File: src/rtl/seq_hit_display.sv
// -----------------------------------------------------------------------------
// seq_hit_display
//
// Counts rising edges of a sequence-detector flag (one hit per det_in level,
// no matter how long it is held) as a BCD digit 0..9 and drives a 7-segment
// display with it. The decimal point flags recent hits.
//
// Optional feature macro: HIT_STRETCH_EN
//   defined   : dp is held for STRETCH_CYCLES clocks after each hit; a new hit
//               restarts the hold time.
//   undefined : dp is a single-cycle pulse alongside each digit update.
//
// Ports
//   clk       in   single clock, all state changes on its rising edge
//   rst       in   synchronous active-high reset
//   ena       in   hit-counting enable
//   det_in    in   detection flag from the sequence detector (level or pulse)
//   clr       in   synchronous clear of count, ovf and stretch timer
//   seg_out   out  [7:0] registered segments, bit0=a .. bit6=g, bit7=dp
//   count_out out  [3:0] registered BCD hit count
//   ovf       out  sticky flag, set on a 9->0 wrap
// -----------------------------------------------------------------------------
module seq_hit_display #(
    parameter logic [15:0] STRETCH_CYCLES = 16'd50000
) (
    input  logic       clk,
    input  logic       rst,
    input  logic       ena,
    input  logic       det_in,
    input  logic       clr,
    output logic [7:0] seg_out,
    output logic [3:0] count_out,
    output logic       ovf
);

    logic       det_q, det_d;
    logic [3:0] count_q, count_d;
    logic       ovf_q, ovf_d;
    logic [7:0] seg_q, seg_d;
    logic       hit;
    logic       dp;

`ifdef HIT_STRETCH_EN
    logic [15:0] timer_q, timer_d;
`else
    logic        hit_q, hit_d;
`endif

    // Active-high segments a..g; out-of-range codes show a dash.
    function automatic logic [6:0] decode(input logic [3:0] v);
        case (v)
            4'd0:    decode = 7'h3F;
            4'd1:    decode = 7'h06;
            4'd2:    decode = 7'h5B;
            4'd3:    decode = 7'h4F;
            4'd4:    decode = 7'h66;
            4'd5:    decode = 7'h6D;
            4'd6:    decode = 7'h7D;
            4'd7:    decode = 7'h07;
            4'd8:    decode = 7'h7F;
            4'd9:    decode = 7'h6F;
            default: decode = 7'h40;
        endcase
    endfunction

    always_comb begin
        // NOTE: every variable gets a default first so no path can infer a latch.
        det_d   = det_in;
        count_d = count_q;
        ovf_d   = ovf_q;

        // det_q tracks det_in even while disabled, so a level already high
        // when ena rises is never seen as an edge.
        hit = det_in & ~det_q & ena;

        if (clr) begin
            count_d = 4'd0;
            ovf_d   = 1'b0;
        end else if (hit) begin
            if (count_q == 4'd9) begin
                count_d = 4'd0;
                ovf_d   = 1'b1;
            end else if (count_q > 4'd9) begin
                // Recovery from an illegal code: restart without flagging a wrap.
                count_d = 4'd0;
            end else begin
                count_d = count_q + 4'd1;
            end
        end

`ifdef HIT_STRETCH_EN
        // The timer runs down regardless of ena; clr wins over a reload.
        timer_d = timer_q;
        if (clr) begin
            timer_d = 16'd0;
        end else if (hit) begin
            timer_d = STRETCH_CYCLES;
        end else if (timer_q != 16'd0) begin
            timer_d = timer_q - 16'd1;
        end
        // timer_q is loaded on the hit edge, so dp rises on the following edge
        // together with the new digit and stays up for STRETCH_CYCLES clocks.
        dp = (timer_q != 16'd0);
`else
        hit_d = hit & ~clr;
        dp    = hit_q;
`endif

        // Segments decode the already-registered count: one more edge of latency.
        seg_d = {dp, decode(count_q)};
    end

    always_ff @(posedge clk) begin
        // NOTE: sequential state uses non-blocking assignments so every flop
        // samples pre-edge values regardless of statement order.
        if (rst) begin
            det_q   <= 1'b0;
            count_q <= 4'd0;
            ovf_q   <= 1'b0;
            seg_q   <= 8'h3F;
`ifdef HIT_STRETCH_EN
            timer_q <= 16'd0;
`else
            hit_q   <= 1'b0;
`endif
        end else begin
            det_q   <= det_d;
            count_q <= count_d;
            ovf_q   <= ovf_d;
            seg_q   <= seg_d;
`ifdef HIT_STRETCH_EN
            timer_q <= timer_d;
`else
            hit_q   <= hit_d;
`endif
        end
    end

    assign seg_out   = seg_q;
    assign count_out = count_q;
    assign ovf       = ovf_q;

endmodule
File: config.mk
export PLATFORM = sky130hd
export DESIGN_NAME = seq_hit_display
export DESIGN_NICKNAME = d
export VERILOG_FILES = /design/src/rtl/seq_hit_display.sv
export SDC_FILE = /design/constraint.sdc
export NUM_CORES = 1
export LEC_CHECK = 0
export CAP_MARGIN = 20
export CORE_MARGIN = 2
export CORE_UTILIZATION = 33
export DETAILED_ROUTE_END_ITERATION = 6
export GPL_ROUTABILITY_DRIVEN = 0
export SETUP_SLACK_MARGIN = 0.1
export SLEW_MARGIN = 20
export SYNTH_ARGS = -nofsm -noshare
export SYNTH_HDL_FRONTEND = slang
export SYNTH_SLANG_ARGS = --single-unit
export TNS_END_PERCENT = 50
File: constraint.sdc
create_clock -name clk -period 2.4 [get_ports clk]
set_input_delay 0.36 -clock clk [delete_from_list [all_inputs] [get_ports clk]]
set_output_delay 0.36 -clock clk [all_outputs]
set_load 0.05 [all_outputs]
Word level (Yosys, flattened, before mapping). Memories as Yosys holds them, arrays and structs flattened. A register that Yosys moved wholly into a read port is not among the register bits. Index checks and enable logic that the tools add are counted.

Add/sub/neg operators: 1. Multiply operators: 0. Divide/modulo/power cells: 0. Magnitude comparators: 1. Equality and inequality tests: 1. Shift operators: 0. Mux-type cells: 2. Bitwise gates (word level): 5. Reduce and logical (&&, ||, !) cells: 2.

Operators with widths (number): 2-to-1 mux 4 bit (2); adder 4 x 1 -> 4 bit, second input constant (1); equality test 4 bit, second input constant (1); greater-than comparator 4 bit, second input constant (1); bitwise AND 1 bit (3); inverter 1 bit (2); AND reduction 2 bit (1); OR reduction 2 bit (1).

Register bits after elaboration: 15. Latch bits: 0. Memory bits (writable): 0. ROM bits: 112. Input port bits: 5. Logic and storage cells: 18. Memories kept: 1.

Memory list: (name not given) (words 16, bits a word 7, rd ports 1, clocked after Yosys merged registers in 1, write ports 0, RTL line 51) `case (v)`.

Longest topological paths before layout. Gate-level depths: netlist of run 1.

Depth after elaboration: 4. Mapped depth: 5. Gate-level depth less buffers: 5.

Worst setup path before layout of run 1. No wires, ideal clock.

Path type: register to register. From: register count_q[1], in the netlist count_out[1]. To: register count_q[0], in the netlist count_out[0]. Arrival: 1.766 ns. Path slack: 0.520 ns. Stages on the path, launching flop included: 6. Buffers on the path: 0. Clock period less this slack: 1.880 ns. Cells stage by stage: dfxtp_1 > inv_1 > ha_1 > nor3b_1 > o211a_1 > o21a_1.

Cells in the longest elaborated chain, start to end: 3. Elaborated cells between the ends (all ways): 4. Classes of those cells: order compare (1); eq/ne (1); mux (2).

Ends and longest elaborated chain: from (decl) (RTL line 37) `logic [3:0] count_q, count_d;`; from (signal assigned) (RTL line 128) `count_q <= count_d;`; greater-than comparator 4 bit (RTL line 83) `end else if (count_q > 4'd9) begin`; 2-to-1 mux 4 bit (RTL line 83); 2-to-1 mux 4 bit * (RTL line 80) `if (count_q == 4'd9) begin`.

Mark *: on every way between the ends. The rest lies on a longest branch, timed or not. A chain may end at the register's enable or synchronous reset.

Worst setup path in the final report of run 1.
From: register count_q[2], in the netlist count_out[2]. To: output port count_out[2].

RTL lines: to (decl) (RTL line 32) `output logic [3:0] count_out,`.

No word-level cell between the ends.

==> results.json, run 1 <==
{
  "status": "completed",
  "numCtsBuffers": 3,
  "p_leak_nw": 0.338,
  "cp_slowest_cell": "clkdlybuf4s50_1",
  "powerDensity_nw_per_um2": 470,
  "synth.top_cell.area_share_pct": 42.6,
  "criticalPathCategory": "flip-flop to primary output",
  "yosysWarnings": 0,
  "r2r_cells": 5,
  "syn-num-nets": 85,
  "slowest_delay_ps": 880,
  "worstMarginPinSlew_ps": 503,
  "ir_drop_mv": 0.363,
  "tns_ps": 0,
  "crit_path_end": "count_out[2]",
  "yosys-top-cells-count": "dfxtp_1, ha_1, o21ai_0",
  "num_rows": 16,
  "rrSetupSlack_ps": 680,
  "synthDistinctLibCells": 30,
  "clockBufferDepth": 2,
  "synth_ff_type": "dfxtp_1",
  "dp_hpwl_um": 988,
  "grt_overflow": 0,
  "cts_sinks": 15,
  "path_depth": 1,
  "cp.required_ps": 2040,
  "dpl.cell_count": 113,
  "pre_cts_ws_ps": 650,
  "avgSynthCellArea_um2": 9.78,
  "startpoint": "count_out[2]",
  "drive_gt1_share_pct": 7.78,
  "nFillCells": 186,
  "core_um2": 1980,
  "reg2reg_to": "count_out[2]",
  "start_kind": "flip-flop",
  "area_delta_synth_final_pct": 30.0,
  "cp_max_fo": 12,
  "die_h_um": 50.2,
  "fin_cells": 117,
  "cts_root_buf": "clkbuf_4",
  "crit_family": "buffers and inverters",
  "ys_seq_area_share_pct": 42.6,
  "crit_chain": "clkdlybuf4s50_1",
  "async_flop_share_pct": 0,
  "drt_iter0_markers": 9,
  "synth_edf_count": 0,
  "grt_usage_pct": 12.7,
  "portBuffers": 17,
  "wl_mm": 1.38,
  "max-cap-violations": 0,
  "io_pins": 18,
  "rsz0062_at_grt": "no",
  "drt_first_pass_iters": 4,
  "synth_top_area_cell": "dfxtp_1",
  "period_share_pct": 86.7,
  "clock_latency_ps": 280,
  "slew_viol_final": 0,
  "min_period_ps": 2080,
  "synth_seq_cells": 15,
  "setup_viol": 0,
  "layout.nets": 104,
  "r2r-start": "count_out[1]",
  "cts_htree_levels": 1,
  "grt_pass1_vias": 578,
  "slew_headroom_pct": 66.3,
  "hold_path.class": "flip-flop to flip-flop",
  "hp-start": "dp",
  "cts_tree": "yes",
  "viasPerCell": 4.88,
  "syn_area_um2": 704,
  "fin_ws_ps": 318,
  "routedWlPerCell_um": 11.8,
  "grt_max_degree": 13,
  "synth_area_leaders": "dfxtp_1, ha_1, o21ai_0, inv_1, mux2i_1",
  "crit_buf_inv": 1,
  "post_cts_buffers": 0,
  "syn_inst": 72,
  "vias": 571,
  "final_hold_viol_count": 0,
  "fmax_ghz": 0.480,
  "worst-endpoint-arrival_ps": 1720,
  "clk_pin_slew_ps": 80,
  "critPathCaptureType": "primary output",
  "dieArea_um2": 2520,
  "antenna_found_initial": 0,
  "finalClockSkew_ps": 2.72,
  "die_w_um": 50.2,
  "drc": 0,
  "start_util_pct": 35.5,
  "total_power_w": 0.000430,
  "drtAntennaViolNets": 0,
  "cts_resized": 0,
  "cts_hold_buffers": 0,
  "antenna_cells": 0,
  "grt_pass1_wl_mm": 2.44,
  "synth_most_common_cell": "dfxtp_1"
}
cell usage in the layout, fill, tap and decap left out, types with 2 or more instances in the layout:
cell / instances
o21ai_0: 7
nor2_1: 3
clkdlybuf4s50_1: 17
clkbuf_4: 3
ha_1: 8
a21boi_0: 2
dfxtp_1: 15
o21a_1: 2
mux2i_1: 2
nor2b_1: 2
nand2_1: 4
a21oi_1: 2
inv_1: 6
worst min path at each step:
stage | to | slack, ps | cells after the start
5_1_grt | seg_out[7] | 480 | 1
3_5_place_dp | seg_out[7] | 430 | 1
4_1_cts | seg_out[7] | 450 | 1
3_3_place_gp | seg_out[7] | 420 | 1
6_report | seg_out[7] | 450 | 1
2_1_floorplan | seg_out[7] | 410 | 1
kinds of logic after synthesis:
kind of cell	synth area share (%)
AO/OA/AOI/OAI	20.8
adder cells (fa/ha/maj)	14.2
buffers and inverters	6.57
flip-flops	42.6
multiplexers	2.84
AND/OR/NAND/NOR	13.0
metrics by stage:
step                utilization, %  cell area (um2)  hold WS [ps]
finish                        46.2              916           447
CTS                           46.2              916           449
global route                  46.2              916           476
detailed placement            44.8              888           428
floorplan                        -              704           414
global placement              44.8              888           417
metal layers:
layer / vias to the layer above / global-route usage (%) / part of all wire (%)
li1: 291 / - / -
met1: 250 / 14.2 / 44
met2: 28 / 19.7 / 46
met3: 2 / 5.95 / 9.2
met4: 0 / 6.94 / 0.95
met5: - / 0 / 0
final cells by class:
cell class,count,area (um2),area share [%]
clock inverter,1,5.00,0.546
sequential,15,300,32.8
multi-input combinational,47,358,39.1
inverter,7,26.3,2.87
tap,27,33.8,3.69
clock buffer,3,22.5,2.46
timing repair buffer,17,170,18.6
power breakdown:
part | leakage (nW) | switching, W | internal, W
registers | 0.122 | 0.00000205 | 0.000252
clock network | 0.0177 | 0.0000761 | 0.0000619
logic | 0.199 | 0.0000219 | 0.0000161
state kept, by name (all words and copies together), names as in the netlist:
signal	cells
det_q	1
ovf	1
seg_out	8
dp	1
count_out	4
Note: power is estimated with default switching activity, not from simulation.
==> inputs of run 2 (changes only) <==
==> constraint.sdc (replaced) <==
create_clock -name clk -period 2.4 [get_ports clk]
set_input_delay 0.72 -clock clk [delete_from_list [all_inputs] [get_ports clk]]
set_output_delay 0.72 -clock clk [all_outputs]
set_load 0.05 [all_outputs]
==> results.json, run 2 (synthesis gave the netlist of run 1 again) <==
{
  "antenna_found_initial": 0,
  "fmax_ghz": 0.467,
  "slew_viol_final": 0,
  "hold_path.class": "flip-flop to flip-flop",
  "finalClockSkew_ps": 4.26,
  "p_clk_share_pct": 32.6,
  "cts_htree_levels": 1,
  "grt_pass1_vias": 546,
  "cp_slowest_cell": "clkdlybuf4s50_1",
  "largest_register_ffs": 8,
  "holdWs_ps": 447,
  "reg2reg_to": "count_out[2]",
  "crit_buf_inv": 1,
  "rrSetupSlack_ps": 620,
  "start_util_pct": 35.5,
  "final_common_cell": "dfxtp_1",
  "max-cap-violations": 0,
  "clk_pin_slew_ps": 90,
  "setup_viol": 0,
  "dp_hpwl_um": 994,
  "die_w_um": 50.2,
  "drt_first_pass_iters": 4,
  "worstMarginPinSlew_ps": 505,
  "rsz0062_at_grt": "no",
  "p_int_w": 0.000330,
  "powerDensity_nw_per_um2": 474,
  "hp-start": "dp",
  "dieArea_um2": 2520,
  "min_period_ps": 2140,
  "area_delta_synth_final_pct": 29.5,
  "hold_depth": 1,
  "worst-endpoint-arrival_ps": 1420,
  "wl_mm": 1.39,
  "layout.nets": 104,
  "cp.required_ps": 1680,
  "grt_pass1_wl_mm": 2.32,
  "slowest_delay_ps": 800,
  "drive_gt1_share_pct": 10.0,
  "drt_iter0_markers": 21,
  "power_frac_comb_pct": 8.8,
  "crit_chain": "clkdlybuf4s50_1",
  "cts_root_buf": "clkbuf_4",
  "grt_max_degree": 13,
  "core_um2": 1980,
  "status": "completed",
  "final_cell_mix": "dfxtp_1, clkdlybuf4s50_1, ha_1",
  "slew_headroom_pct": 66.3,
  "grt_overflow": 0,
  "p_leak_nw": 0.365,
  "viasPerCell": 5.03,
  "cts_sinks": 15,
  "power_switching_w": 0.000103,
  "critPathCaptureType": "primary output",
  "routedWlPerCell_um": 11.9,
  "clock_latency_ps": 280,
  "clockBufferDepth": 2,
  "crit_family": "buffers and inverters",
  "p_seq_share_pct": 58.7,
  "numCtsBuffers": 3,
  "period_share_pct": 89.2,
  "ir_drop_mv": 0.320,
  "die_h_um": 50.2,
  "portBuffers": 17,
  "post_cts_buffers": 0,
  "criticalPathCategory": "flip-flop to primary output",
  "r2r_cells": 5,
  "final_hold_viol_count": 0,
  "cts_tree": "yes",
  "vias": 588,
  "p_sw_share_pct": 23.7,
  "io_pins": 18,
  "drc": 0,
  "tns_ps": 0,
  "num_rows": 16,
  "cp_max_fo": 2,
  "r2r-start": "count_out[1]",
  "drtAntennaViolNets": 0,
  "grt_usage_pct": 11.9,
  "nFillCells": 181,
  "antenna_cells": 0,
  "start_kind": "flip-flop",
  "hold_end": "seg_out[7]"
}
[run 2: cell types whose count changed in the layout (fill, tap and decap cells not counted)]
cell / previous run / this run
clkdlybuf4s50_1: 17 / 13
buf_4: 0 / 2
dlygate4sd2_1: 0 / 1
dlymetal6s2s_1: 0 / 1
[run 2: repair_timing]
action | 4_1_cts | 5_1_grt
hold buffers | 0 | 0
pin swaps | 0 | 0
setup endpoints to repair | 2 | 1
resized for setup | 1 | 1
[run 2: how the worst max path moves through the flow]
| stage | start | end | slack, ps | cells past startpoint |
|---|---|---|---|---|
| finish | ovf | ovf | 260 | 1 |
| global route | ovf | ovf | 210 | 1 |
| CTS | count_out[0] | count_out[0] | 80 | 1 |
| detailed placement | count_out[3] | count_out[3] | 390 | 1 |
| global placement | count_out[3] | count_out[3] | 410 | 1 |
| floorplan | count_out[1] | count_out[0] | 520 | 5 |
[run 2: power groups by stage]
stage	sequential (W)	clock [W]	combinational [W]
floorplan	0.000267	0	0.0000151
global placement	0.000260	0	0.0000378
detailed placement	0.000260	0	0.0000377
CTS	0.000254	0.000148	0.0000379
global route	0.000255	0.000161	0.0000409
finish	0.000254	0.000141	0.0000379
[run 2: layer usage]
layer / track usage (%) / vias to the layer above / part of all wire, %
li1: - / 292 / -
met1: 14.7 / 264 / 49
met2: 18.9 / 28 / 42
met3: 4.76 / 4 / 6.7
met4: 3.70 / 0 / 1.8
met5: 0 / - / 0
[run 2: stage by stage]
step	area, um2	std cells	utilization, %	total power, W	worst slack [ps]
global route	912	117	46.0	0.000457	206
global placement	883	113	44.6	0.000298	408
detailed placement	883	113	44.6	0.000297	392
CTS	910	117	45.9	0.000440	76.8
floorplan	704	72	-	0.000282	520
finish	912	117	46.0	0.000433	259
[run 2: area by class of cell]
| type | count | area [um2] | area share, % |
|---|---|---|---|
| Sequential cell | 15 | 300 | 32.9 |
| Timing Repair Buffer | 17 | 166 | 18.2 |
| Inverter | 7 | 26.3 | 2.88 |
| Multi-Input combinational cell | 47 | 358 | 39.2 |
| Clock buffer | 3 | 22.5 | 2.47 |
| Clock inverter | 1 | 5.00 | 0.549 |
| Tap cell | 27 | 33.8 | 3.70 |
==> inputs of run 3 (changes only) <==
Settings changed: CORE_UTILIZATION 33 to 40, PLACE_DENSITY set to 0.67.
==> results.json, run 3 (synthesis gave the netlist of run 1 again) <==
{
  "status": "completed",
  "vias": 562,
  "p_leak_nw": 0.365,
  "drc": 0,
  "power_frac_comb_pct": 8.7,
  "num_rows": 15,
  "reg2reg_to": "count_out[2]",
  "multiInputGateArea_um2": 358,
  "io_pins": 18,
  "dp_hpwl_um": 990,
  "drt_first_pass_iters": 4,
  "final_common_cell": "dfxtp_1",
  "regArea_um2": 300,
  "worst-endpoint-arrival_ps": 1430,
  "p_seq_share_pct": 58.1,
  "p_clk_share_pct": 33.2,
  "min_period_ps": 2150,
  "crit_path_end": "ovf",
  "slew_viol_final": 0,
  "total_power_w": 0.000437,
  "period_share_pct": 89.8,
  "grt_overflow": 0,
  "area_delta_synth_final_pct": 27.7,
  "worstMarginPinSlew_ps": 501,
  "crit_family": "buffers and inverters",
  "p_int_w": 0.000330,
  "ir_drop_mv": 0.398,
  "cp_slowest_cell": "clkdlybuf4s50_1",
  "pre_cts_ws_ps": 371,
  "rsz0062_at_grt": "no",
  "setup_viol": 0,
  "grt_pass1_vias": 509,
  "portBuffers": 17,
  "antenna_cells": 0,
  "die_w_um": 46.0,
  "final_hold_viol_count": 0,
  "crit_chain": "clkdlybuf4s50_1",
  "slew_headroom_pct": 66.5,
  "wl_mm": 1.41,
  "r2r-start": "count_out[1]",
  "fmax_ghz": 0.464,
  "dpl-instance-area_um2": 871,
  "max-cap-violations": 0,
  "tns_ps": 0,
  "crit_buf_inv": 1,
  "r2r_cells": 5,
  "nFillCells": 148,
  "cts_sinks": 15,
  "power_switching_w": 0.000107,
  "layout.nets": 104,
  "antenna_found_initial": 0,
  "critPathCaptureType": "primary output",
  "numCtsBuffers": 3,
  "start_kind": "flip-flop",
  "grt_usage_pct": 16.3,
  "clk_pin_slew_ps": 90,
  "p_sw_share_pct": 24.5,
  "path_depth": 1,
  "cp_max_fo": 2,
  "powerDensity_nw_per_um2": 486,
  "rrSetupSlack_ps": 620,
  "viasPerCell": 5.25,
  "hold_path.class": "flip-flop to flip-flop",
  "cts_tree": "yes",
  "drive_gt1_share_pct": 10.0,
  "routedWlPerCell_um": 13.1,
  "start_util_pct": 41.7,
  "cts_htree_levels": 1,
  "dieArea_um2": 2110,
  "slowest_delay_ps": 800,
  "grt_max_degree": 13,
  "clockBufferDepth": 2,
  "design_area_um2": 900,
  "cts_root_buf": "clkbuf_4",
  "final_cell_mix": "dfxtp_1, clkdlybuf4s50_1, ha_1",
  "die_h_um": 46.0,
  "post_cts_buffers": 0,
  "grt_pass1_wl_mm": 2.37,
  "clock_latency_ps": 290,
  "drtAntennaViolNets": 0,
  "fin_ws_ps": 246,
  "finalClockSkew_ps": 8.29,
  "largest_register_ffs": 8,
  "startpoint": "ovf",
  "holdWs_ps": 446,
  "criticalPathCategory": "flip-flop to primary output",
  "drt_iter0_markers": 10,
  "cp.required_ps": 1680,
  "core_um2": 1690
}
run 3: cell counts in the layout (fill, tap and decap cells not counted):
No cell type changed its count.
run 3: routing by layer:
| layer | track usage (%) | wire length [um] | vias to the layer above |
|---|---|---|---|
| met5 | 0 | 0 | - |
| met4 | 9.71 | 36 | 0 |
| met3 | 6.35 | 61 | 4 |
| met2 | 21.9 | 627 | 15 |
| met1 | 21.5 | 679 | 254 |
| li1 | - | - | 289 |
run 3: worst register-to-register path, delay by kind of cell (launching register included):
kind	cells	cell delay [ps]
compound gates	2	310
buf+inv	1	210
flops	1	560
fa+ha+maj	1	240
simple gates	1	390
run 3: metrics by stage:
step / cells / utilization (%)
after floorplan: 72 / -
after global placement: 103 / 51.6
final: 107 / 53.3
after detailed placement: 103 / 51.6
after global routing: 107 / 53.3
after CTS: 107 / 53.1
run 3: final cells by class:
cell class / count / share of cell area, %
clock buffers: 3 / 2.50
clock inverters: 1 / 0.556
inverters: 7 / 2.92
multi-input cells: 47 / 39.8
well taps: 17 / 2.36
flip-flops and latches: 15 / 33.4
repair buffers: 17 / 18.5
run 3: worst min-delay path by stage:
stage                     depth (start not counted)         end  startpoint  slack (ps)
after floorplan                                   1  seg_out[7]          dp         410
after global placement                            1  seg_out[7]          dp         420
after detailed placement                          1  seg_out[7]          dp         430
after CTS                                         1  seg_out[7]          dp         450
after global routing                              1  seg_out[7]          dp         470
final                                             1  seg_out[7]          dp         450
run 3: repair_timing:
action | in CTS | in global routing
endpoints found under the setup margin | 2 | 1
cloned | 0 | 0
resized for setup | 1 | 1
hold buffers | 0 | 0
pin swaps | 0 | 0
run 3: power groups by stage:
stage	sequential, W	combinational [W]	clock [W]
final	0.000254	0.0000379	0.000145
after global routing	0.000255	0.0000413	0.000159
after CTS	0.000254	0.0000378	0.000149
after detailed placement	0.000260	0.0000380	0
after global placement	0.000260	0.0000376	0
after floorplan	0.000267	0.0000151	0
